### src/rtl/i2c_slave_pkg.sv
// Shared types and constants for the I2C slave transaction sequencer.
package i2c_slave_pkg;

    localparam int unsigned ADDR_W = 7;
    localparam int unsigned DATA_W = 8;
    localparam int unsigned MODE_W = 2;

    // Transaction sequencer states
    typedef enum logic [2:0] {
        ST_IDLE      = 3'd0,
        ST_ADDR      = 3'd1,
        ST_ADDR_ACK  = 3'd2,
        ST_RX_BYTE   = 3'd3,
        ST_RX_ACK    = 3'd4,
        ST_TX_BYTE   = 3'd5,
        ST_TX_ACK    = 3'd6,
        ST_WAIT_STOP = 3'd7
    } seq_state_e;

    // SDA driver modes
    localparam logic [MODE_W-1:0] SDA_RELEASE = 2'b00;
    localparam logic [MODE_W-1:0] SDA_ACK     = 2'b01;
    localparam logic [MODE_W-1:0] SDA_TX      = 2'b10;

    // Byte shifted out when the master reads from an empty TX FIFO
    localparam logic [DATA_W-1:0] IDLE_FILL = 8'hFF;

endpackage

### src/rtl/slave_flag_edge.sv
// Registers the bit-timer ACK phase levels and produces single-cycle rising-edge strobes.
module slave_flag_edge (
    input  logic clk,
    input  logic n_rst,
    input  logic ack_prep,
    input  logic ack_check,
    input  logic ack_done,
    output logic prep_rise_c,
    output logic check_rise_c,
    output logic done_rise_c
);

    logic prep_q, check_q, done_q;
    logic prep_d, check_d, done_d;

    // Next flag history is simply the current level
    always_comb begin
        prep_d  = ack_prep;
        check_d = ack_check;
        done_d  = ack_done;
    end

    // Flag history registers
    always_ff @(posedge clk or negedge n_rst) begin
        if (!n_rst) begin
            prep_q  <= 1'b0;
            check_q <= 1'b0;
            done_q  <= 1'b0;
        end else begin
            prep_q  <= prep_d;
            check_q <= check_d;
            done_q  <= done_d;
        end
    end

    assign prep_rise_c  = ack_prep  & ~prep_q;
    assign check_rise_c = ack_check & ~check_q;
    assign done_rise_c  = ack_done  & ~done_q;

endmodule

### src/rtl/i2c_slave_sequencer.sv
// I2C slave transaction sequencer: address match, ACK/NACK, RX push and TX load/pop.
module i2c_slave_sequencer
    import i2c_slave_pkg::*;
(
    input  logic       clk,
    input  logic       n_rst,
    input  logic       en,
    input  logic [6:0] slave_addr,
    input  logic       start,
    input  logic       stop,
    input  logic       byte_received,
    input  logic       ack_prep,
    input  logic       ack_check,
    input  logic       ack_done,
    input  logic [7:0] rx_data,
    input  logic       sda_in,
    input  logic       tx_fifo_empty,
    input  logic       rx_fifo_full,
    input  logic [7:0] tx_fifo_rdata,
    output logic [1:0] sda_mode,
    output logic       load_tx,
    output logic [7:0] tx_byte,
    output logic       tx_pop,
    output logic       rx_push,
    output logic [7:0] rx_wdata,
    output logic       rw_mode,
    output logic       busy,
    output logic       addr_match,
    output logic       overrun,
    output logic       underrun,
    output logic       master_nack
);

    logic prep_rise_c, check_rise_c, done_rise_c;

    seq_state_e          state_q, state_d;
    logic [MODE_W-1:0]   sda_mode_q, sda_mode_d;
    logic                rw_mode_q, rw_mode_d;
    logic [DATA_W-1:0]   tx_byte_q, tx_byte_d;
    logic [DATA_W-1:0]   rx_wdata_q, rx_wdata_d;
    logic                nack_q, nack_d;
    logic                busy_q, busy_d;
    logic                load_tx_q, load_tx_d;
    logic                tx_pop_q, tx_pop_d;
    logic                rx_push_q, rx_push_d;
    logic                addr_match_q, addr_match_d;
    logic                overrun_q, overrun_d;
    logic                underrun_q, underrun_d;
    logic                master_nack_q, master_nack_d;
    logic                tx_load_c;

    slave_flag_edge u_flag_edge (
        .clk          (clk),
        .n_rst        (n_rst),
        .ack_prep     (ack_prep),
        .ack_check    (ack_check),
        .ack_done     (ack_done),
        .prep_rise_c  (prep_rise_c),
        .check_rise_c (check_rise_c),
        .done_rise_c  (done_rise_c)
    );

    // Next-state and next-output decode for the whole transaction
    always_comb begin
        state_d       = state_q;
        sda_mode_d    = sda_mode_q;
        rw_mode_d     = rw_mode_q;
        tx_byte_d     = tx_byte_q;
        rx_wdata_d    = rx_wdata_q;
        nack_d        = nack_q;
        load_tx_d     = 1'b0;
        tx_pop_d      = 1'b0;
        rx_push_d     = 1'b0;
        addr_match_d  = 1'b0;
        overrun_d     = 1'b0;
        underrun_d    = 1'b0;
        master_nack_d = 1'b0;
        tx_load_c     = 1'b0;

        if (state_q == ST_IDLE) begin
            if (start && en) begin
                state_d    = ST_ADDR;
                sda_mode_d = SDA_RELEASE;
            end
        end else if (start) begin
            // Repeated START beats a coincident STOP
            state_d    = ST_ADDR;
            sda_mode_d = SDA_RELEASE;
        end else if (stop) begin
            state_d    = ST_IDLE;
            sda_mode_d = SDA_RELEASE;
        end else begin
            case (state_q)
                ST_ADDR: begin
                    if (prep_rise_c && byte_received) begin
                        if (rx_data[7:1] == slave_addr) begin
                            sda_mode_d   = SDA_ACK;
                            rw_mode_d    = rx_data[0];
                            addr_match_d = 1'b1;
                            state_d      = ST_ADDR_ACK;
                        end else begin
                            sda_mode_d = SDA_RELEASE;
                            state_d    = ST_WAIT_STOP;
                        end
                    end
                end
                ST_ADDR_ACK: begin
                    if (done_rise_c) begin
                        sda_mode_d = SDA_RELEASE;
                        if (rw_mode_q) begin
                            tx_load_c = 1'b1;
                            state_d   = ST_TX_BYTE;
                        end else begin
                            state_d = ST_RX_BYTE;
                        end
                    end
                end
                ST_RX_BYTE: begin
                    if (prep_rise_c && byte_received) begin
                        if (!rx_fifo_full) begin
                            rx_wdata_d = rx_data;
                            rx_push_d  = 1'b1;
                            sda_mode_d = SDA_ACK;
                            state_d    = ST_RX_ACK;
                        end else begin
                            sda_mode_d = SDA_RELEASE;
                            overrun_d  = 1'b1;
                            state_d    = ST_WAIT_STOP;
                        end
                    end
                end
                ST_RX_ACK: begin
                    if (done_rise_c) begin
                        sda_mode_d = SDA_RELEASE;
                        state_d    = ST_RX_BYTE;
                    end
                end
                ST_TX_BYTE: begin
                    if (prep_rise_c) begin
                        // Release for the master's ACK bit; assume NACK until sampled
                        sda_mode_d = SDA_RELEASE;
                        nack_d     = 1'b1;
                        state_d    = ST_TX_ACK;
                    end
                end
                ST_TX_ACK: begin
                    if (check_rise_c) begin
                        nack_d = sda_in;
                    end
                    if (done_rise_c) begin
                        if (!nack_q) begin
                            tx_load_c = 1'b1;
                            state_d   = ST_TX_BYTE;
                        end else begin
                            master_nack_d = 1'b1;
                            state_d       = ST_WAIT_STOP;
                        end
                    end
                end
                ST_WAIT_STOP: begin
                    sda_mode_d = SDA_RELEASE;
                end
                default: begin
                    state_d = state_q;
                end
            endcase
        end

        // Load the next TX byte, filling with IDLE_FILL when the FIFO is dry
        if (tx_load_c) begin
            load_tx_d  = 1'b1;
            sda_mode_d = SDA_TX;
            if (tx_fifo_empty) begin
                tx_byte_d  = IDLE_FILL;
                underrun_d = 1'b1;
            end else begin
                tx_byte_d = tx_fifo_rdata;
                tx_pop_d  = 1'b1;
            end
        end

        busy_d = (state_d != ST_IDLE);
    end

    // State and registered outputs; reset releases SDA without waiting for a clock
    always_ff @(posedge clk or negedge n_rst) begin
        if (!n_rst) begin
            state_q       <= ST_IDLE;
            sda_mode_q    <= SDA_RELEASE;
            rw_mode_q     <= 1'b0;
            tx_byte_q     <= 8'h00;
            rx_wdata_q    <= 8'h00;
            nack_q        <= 1'b1;
            busy_q        <= 1'b0;
            load_tx_q     <= 1'b0;
            tx_pop_q      <= 1'b0;
            rx_push_q     <= 1'b0;
            addr_match_q  <= 1'b0;
            overrun_q     <= 1'b0;
            underrun_q    <= 1'b0;
            master_nack_q <= 1'b0;
        end else begin
            state_q       <= state_d;
            sda_mode_q    <= sda_mode_d;
            rw_mode_q     <= rw_mode_d;
            tx_byte_q     <= tx_byte_d;
            rx_wdata_q    <= rx_wdata_d;
            nack_q        <= nack_d;
            busy_q        <= busy_d;
            load_tx_q     <= load_tx_d;
            tx_pop_q      <= tx_pop_d;
            rx_push_q     <= rx_push_d;
            addr_match_q  <= addr_match_d;
            overrun_q     <= overrun_d;
            underrun_q    <= underrun_d;
            master_nack_q <= master_nack_d;
        end
    end

    assign sda_mode    = sda_mode_q;
    assign load_tx     = load_tx_q;
    assign tx_byte     = tx_byte_q;
    assign tx_pop      = tx_pop_q;
    assign rx_push     = rx_push_q;
    assign rx_wdata    = rx_wdata_q;
    assign rw_mode     = rw_mode_q;
    assign busy        = busy_q;
    assign addr_match  = addr_match_q;
    assign overrun     = overrun_q;
    assign underrun    = underrun_q;
    assign master_nack = master_nack_q;

endmodule
### config.mk
export PLATFORM = sky130hd
export DESIGN_NAME = i2c_slave_sequencer
export DESIGN_NICKNAME = d
export VERILOG_FILES = /design/src/rtl/i2c_slave_pkg.sv /design/src/rtl/slave_flag_edge.sv /design/src/rtl/i2c_slave_sequencer.sv
export SDC_FILE = /design/constraint.sdc
export NUM_CORES = 1
export LEC_CHECK = 0
export CAP_MARGIN = 0
export CELL_PAD_IN_SITES_DETAIL_PLACEMENT = 1
export CELL_PAD_IN_SITES_GLOBAL_PLACEMENT = 1
export CORE_UTILIZATION = 30
export CTS_CLUSTER_SIZE = 10
export DETAILED_ROUTE_END_ITERATION = 12
export PLACE_DENSITY_LB_ADDON = 0.1
export SYNTH_ARGS = -nofsm -noshare
export SYNTH_HDL_FRONTEND = slang
export SYNTH_SLANG_ARGS = --single-unit
### constraint.sdc
create_clock -name clk -period 1.65 [get_ports clk]
set_input_delay 0.4125 -clock clk [delete_from_list [all_inputs] [get_ports clk]]
set_output_delay 0.4125 -clock clk [all_outputs]
set_load 0.05 [all_outputs]
# After elaboration in Yosys (flattened, before gate mapping)
# Index checks and enable logic that the tools add are counted.
# word_totals
ff_bits,34
input_bits,35
output_inout_bits,27
wordCells,121
# classes
n_eq_ne,15
muxes,68
bitwise_logic,10
n_reduce_logical,11
# op_table
operator,n
1-bit 2-to-1 mux,40
3-bit 2-to-1 mux,12
6-bit AND reduction,4
2-bit 2-to-1 mux,11
"6-bit inequality test, second input constant",3
3-bit one-hot mux with 6 select lines,1
"3-bit equality test, second input constant",4
2-bit one-hot mux with 5 select lines,1
9-bit nonzero test,1
8-bit 2-to-1 mux,1
7-bit equality test,1
1-bit inverter,7
"3-bit by 2-bit equality test with 1-bit output, second input constant",2
"6-bit by 1-bit inequality test with 1-bit output, second input constant",1
"2-bit inequality test, second input constant",2
1-bit one-hot mux with 2 select lines,2
1-bit bitwise AND,3
"3-bit by 1-bit equality test with 1-bit output, second input constant",1
3-bit logical NOT,1
"3-bit by 2-bit inequality test with 1-bit output, second input constant",1
3-bit nonzero test,1
1-bit logical AND,2
2-bit nonzero test,1
2-bit OR reduction,1

# Longest topological paths before layout
# depth
depth_word,9
depth_mapped,7
ltp_nobuf,5

# Hierarchy
# A second synthesis with hierarchy kept.
# unflattened
cells_unflattened,156
hier_area_um2,1637.8
# by_module_without_submodules
module,instances,cells_each,area_per_inst_um2,seq_area_each_um2
i2c_slave_sequencer,1,150,1521.5,777.0
slave_flag_edge,1,6,116.4,75.1

# Worst setup path before layout
# Ideal clock, no wire load.
# synth_path
kind,reg-to-reg
startpoint,register rw_mode_q (netlist: rw_mode)
endpoint,register tx_byte_q[0] (netlist: tx_byte[0])
setup_time_ns,0.077
arrival_ns,1.472
required_ns,1.573
setup_slack_ns,0.100
stages_incl_launch_ff,6
path_buffers,1
period_less_slack_ns,1.550
path_cell_list,dfrtp_1 > o21ai_0 > nor4_2 > buf_4 > nor2_1 > a21oi_1
# synth_between
elab_chain_cells,6
# synth_rtl
element,line,text
from (decl),i2c_slave_sequencer.sv:38,"logic rw_mode_q, rw_mode_d;"
from (signal assigned),i2c_slave_sequencer.sv:205,rw_mode_q <= rw_mode_d;
1-bit 2-to-1 mux,i2c_slave_sequencer.sv:110,if (rw_mode_q) begin
1-bit 2-to-1 mux,i2c_slave_sequencer.sv:108,if (done_rise_c) begin
1-bit one-hot mux with 2 select lines,i2c_slave_sequencer.sv:93,case (state_q)
1-bit 2-to-1 mux,i2c_slave_sequencer.sv:89,end else if (stop) begin
1-bit 2-to-1 mux,i2c_slave_sequencer.sv:85,end else if (start) begin
1-bit 2-to-1 mux,i2c_slave_sequencer.sv:80,if (state_q == ST_IDLE) begin
to (signal assigned),i2c_slave_sequencer.sv:206,tx_byte_q <= tx_byte_d;
to (decl),i2c_slave_sequencer.sv:39,"logic [DATA_W-1:0] tx_byte_q, tx_byte_d;"
# Every way passes these cells.
# A chain may end at the register's enable or synchronous reset.

# Final worst setup path
# layout_path
startpoint,register state_q[2]
endpoint,register sda_mode_q[0] (netlist: sda_mode[0])
# layout_between
elab_chain_cells,7
elab_cells_between_ends,25
classes_between,12 x eq/ne; 9 x mux; 4 x reduce/logical
# layout_rtl
element,line,text
from (decl),i2c_slave_sequencer.sv:36,"seq_state_e state_q, state_d;"
from (signal assigned),i2c_slave_sequencer.sv:203,state_q <= state_d;
3-bit equality test or 3-bit by 2-bit equality test with 1-bit output (tied branches),i2c_slave_sequencer.sv:93,
1-bit one-hot mux with 2 select lines or 2-bit OR reduction (tied branches),n/a,
1-bit 2-to-1 mux or 2-bit one-hot mux with 5 select lines (tied branches),"i2c_slave_sequencer.sv:89, i2c_slave_sequencer.sv:93",
1-bit 2-to-1 mux or 2-bit 2-to-1 mux (tied branches),"i2c_slave_sequencer.sv:85, i2c_slave_sequencer.sv:89",
1-bit 2-to-1 mux or 2-bit 2-to-1 mux (tied branches),"i2c_slave_sequencer.sv:80, i2c_slave_sequencer.sv:85",
6-bit inequality test (no line) (tied with other cells),n/a,
6-bit AND reduction (no line) or 2-bit 2-to-1 mux (tied branches),n/a,
to (signal assigned),i2c_slave_sequencer.sv:204,sda_mode_q <= sda_mode_d;
to (decl),i2c_slave_sequencer.sv:37,"logic [MODE_W-1:0] sda_mode_q, sda_mode_d;"
# Several ways; a longest one is shown, not always the timed one.

==> impl_metrics.ini <==
[route]
wirelength_mm = 5.12
vias = 1525
drc_errors = 0
drt-pass1-iter-count = 4
drt_iter0_drc = 50
drtAntennaViolNets = 0
post_drt_wl_per_cell_um = 16.4
vias_per_cell = 4.87

[critical_path]
r2r-start = state_q[2]
start_kind = flip-flop
rrSetupSlack_ns = 0.07
reg2reg_to = sda_mode[0]
worstPathMaxFanout = 6
critical_path_class = reg -> reg
worstPathArrival_ns = 1.80
worstPathRequired_ns = 1.87
reg2reg_depth = 6
worst_setup_path_end_kind = flip-flop

[power]
ir_worst_vdd_mv = 0.361
leakagePower_nw = 1.35
p_per_area_mw_per_mm2 = 883

[cts]
cts_root_buf = clkbuf_8
clk_latency_ns = 0.30
clock_sinks = 34
ctsHoldBuffers = 0
cts-htree-levels = 2
cts_tree = yes
cts-buffers-inserted = 5
path_clk_slew_ns = 0.08
cts.path.max_buffers = 2

[final_layout]
drive_gt1_share_pct = 36.6
num-fill-cells = 556
final_net_count = 277
n_antenna_cell = 0
area_growth_pct = 77.7

[die]
placementRows = 26
initial_core_util_pct = 31.6
die_area_mm2 = 0.00575
die_w_um = 75.8
coreArea_mm2 = 0.00517
io_pins = 62
die_h_um = 75.8

[sta]
final.setup.tns_ns = 0
fin_crit_sh_pct = 96.0
rsz0062_at_grt = true
period_needed_ns = 1.58
skew_ns = 0.00472
finalHoldViolations = 0
tightest_slew_ns = 0.438
fmax_mhz = 631
report.final.slew_viol_count = 0
setup_ws_ns = 0.0652
setup_viol = 0
slew_headroom_pct = 70.8

[global_routing]
grt_util_met2_pct = 34.2
grt_pass1_wl_mm = 8.05
met3_usage_pct = 6.48
top_usage_layer = met2
use_met1_pct = 22.2
grt_usage_pct = 19.6
antenna_found_initial = 0
grt_max_degree = 20
grt.overflow.total = 0
first_global_vias = 1598

[job]
drv_cap = 0

[synthesis]
async_reset_ff_share_pct = 100
synth.top_cells.by_area = dfrtp_1 50%, mux2_2 4.8%, nor2_1 4.8%
synth.avg_cell_area_um2 = 10.7
yosysSeqAreaShare_pct = 52.1
synth_edf_count = 0
ys.flop_type = dfrtp_1
synthCells = 153
synth_top_cells_by_count = 33 x dfrtp_1, 21 x nor2_1, 14 x a21oi_1, 7 x mux2_2
synth_top_area_cell = dfrtp_1
yosysUniqueCellTypes = 47
ys_seq_elements = 34
syn_area_mm2 = 0.00164
yosysMostFrequentCell = dfrtp_1
synth_nets = 188
yosysTopAreaCellShare_pct = 50.5
synth_warnings = 0

[worst_hold_path]
min_path_type = in -> async

[place]
pre_cts_slack_ns = -0.458
hpwl_mm = 3.74
gp_congestion = 0.853
port_buffers = 61

[outcome]
status = completed
layer usage:
layer	wire, µm	up-vias
li1	-	712
met1	2030	768
met3	267	8
met2	2740	37
met5	0	-
met4	91	0
flip-flops by register name, summed over array words and instances (netlist names):
register             cells
nack_q                   1
rw_mode                  1
master_nack              1
state_q                  3
busy                     1
u_flag_edge.check_q      1
load_tx                  1
rx_push                  1
rx_wdata                 8
tx_byte                  8
tx_pop                   1
addr_match               1
sda_mode                 2
u_flag_edge.prep_q       1
underrun                 1
overrun                  1
u_flag_edge.done_q       1
power breakdown:
part / internal, mW / switching (mW)
registers: 0.899 / 0.0913
logic: 0.435 / 0.471
clock network: 0.335 / 0.335
through the flow:
step / instances / cell area, µm² / util, % / hold slack, ns / power (mW)
6_report: 313 / 2910 / 56.2 / 0.0395 / 2.57
5_1_grt: 313 / 2910 / 56.2 / 0.0650 / 2.69
4_1_cts: 310 / 2860 / 55.3 / 0.0539 / 2.56
3_5_place_dp: 298 / 2690 / 52.0 / 0.374 / 1.85
3_3_place_gp: 298 / 2690 / 52.0 / 0.366 / 1.81
2_1_floorplan: 153 / 1640 / - / 0.117 / 1.43
how the worst max path moves through the flow:
stage          startpoint     endpoint  slack, ns
2_1_floorplan     rw_mode   tx_byte[0]       0.10
4_1_cts        rx_data[4]      rw_mode      0.003
5_1_grt        rx_data[6]   state_q[0]     -0.006
3_5_place_dp         stop  rx_wdata[5]      -0.46
3_3_place_gp     ack_prep   state_q[1]      -0.40
6_report       state_q[2]  sda_mode[0]       0.07
worst max-delay path: stages (launching register included):
cell and delay [ns]:
dfrtp_2 0.46, clkbuf_2 0.18, xnor2_1 0.14, o32a_1 0.30, o221ai_2 0.21, nand3b_1 0.12
o211ai_1 0.09
final cells by class:
class,instances,area [µm²],area share (%)
repair buffers,90,1050,36.1
flip-flops and latches,34,853,29.4
multi-input cells,107,806,27.7
well taps,70,87.6,3.01
clock buffers,6,82.6,2.84
inverters,4,15.0,0.517
clock inverters,2,12.5,0.430
cell usage in the layout (no fill, tap or decap), types with 2 or more instances in the layout:
cell             instances
mux2_1                   2
nor4_4                   2
clkdlybuf4s50_1         15
nand2b_1                 3
nor2_1                  21
nor3_1                   2
buf_4                   28
nor2b_1                  2
buf_12                  24
xnor2_1                  5
o211ai_1                 2
dlymetal6s2s_1           2
a21oi_1                 14
o31ai_1                  2
a21o_1                   2
mux2_4                   2
clkbuf_8                 6
nor2_4                   3
dlygate4sd2_1           16
o21ai_0                  3
nand3b_1                 2
buf_6                    3
clkbuf_2                 2
inv_1                    4
dfrtp_1                 32
nand2_1                  4
mux2_2                   5
xor2_1                   3
repair_timing:
item | 4_1_cts | 5_1_grt
resized for setup | 33 | 7
endpoints found under the setup margin | 24 | 16
setup buffers | 2 | 3
pin swaps | 13 | 3
cloned | 2 | 0
logic make-up (layout without fill, tap and decap cells):
family	after synthesis	in the layout	synth area share, %
simple gates	53	54	19.6
buf+inv	13	102	3.60
mux	9	9	6.20
xor+xnor	8	8	4.28
flops	34	34	52.1
compound gates	36	36	14.2
No activity file was read; power rests on OpenSTA's default activity.
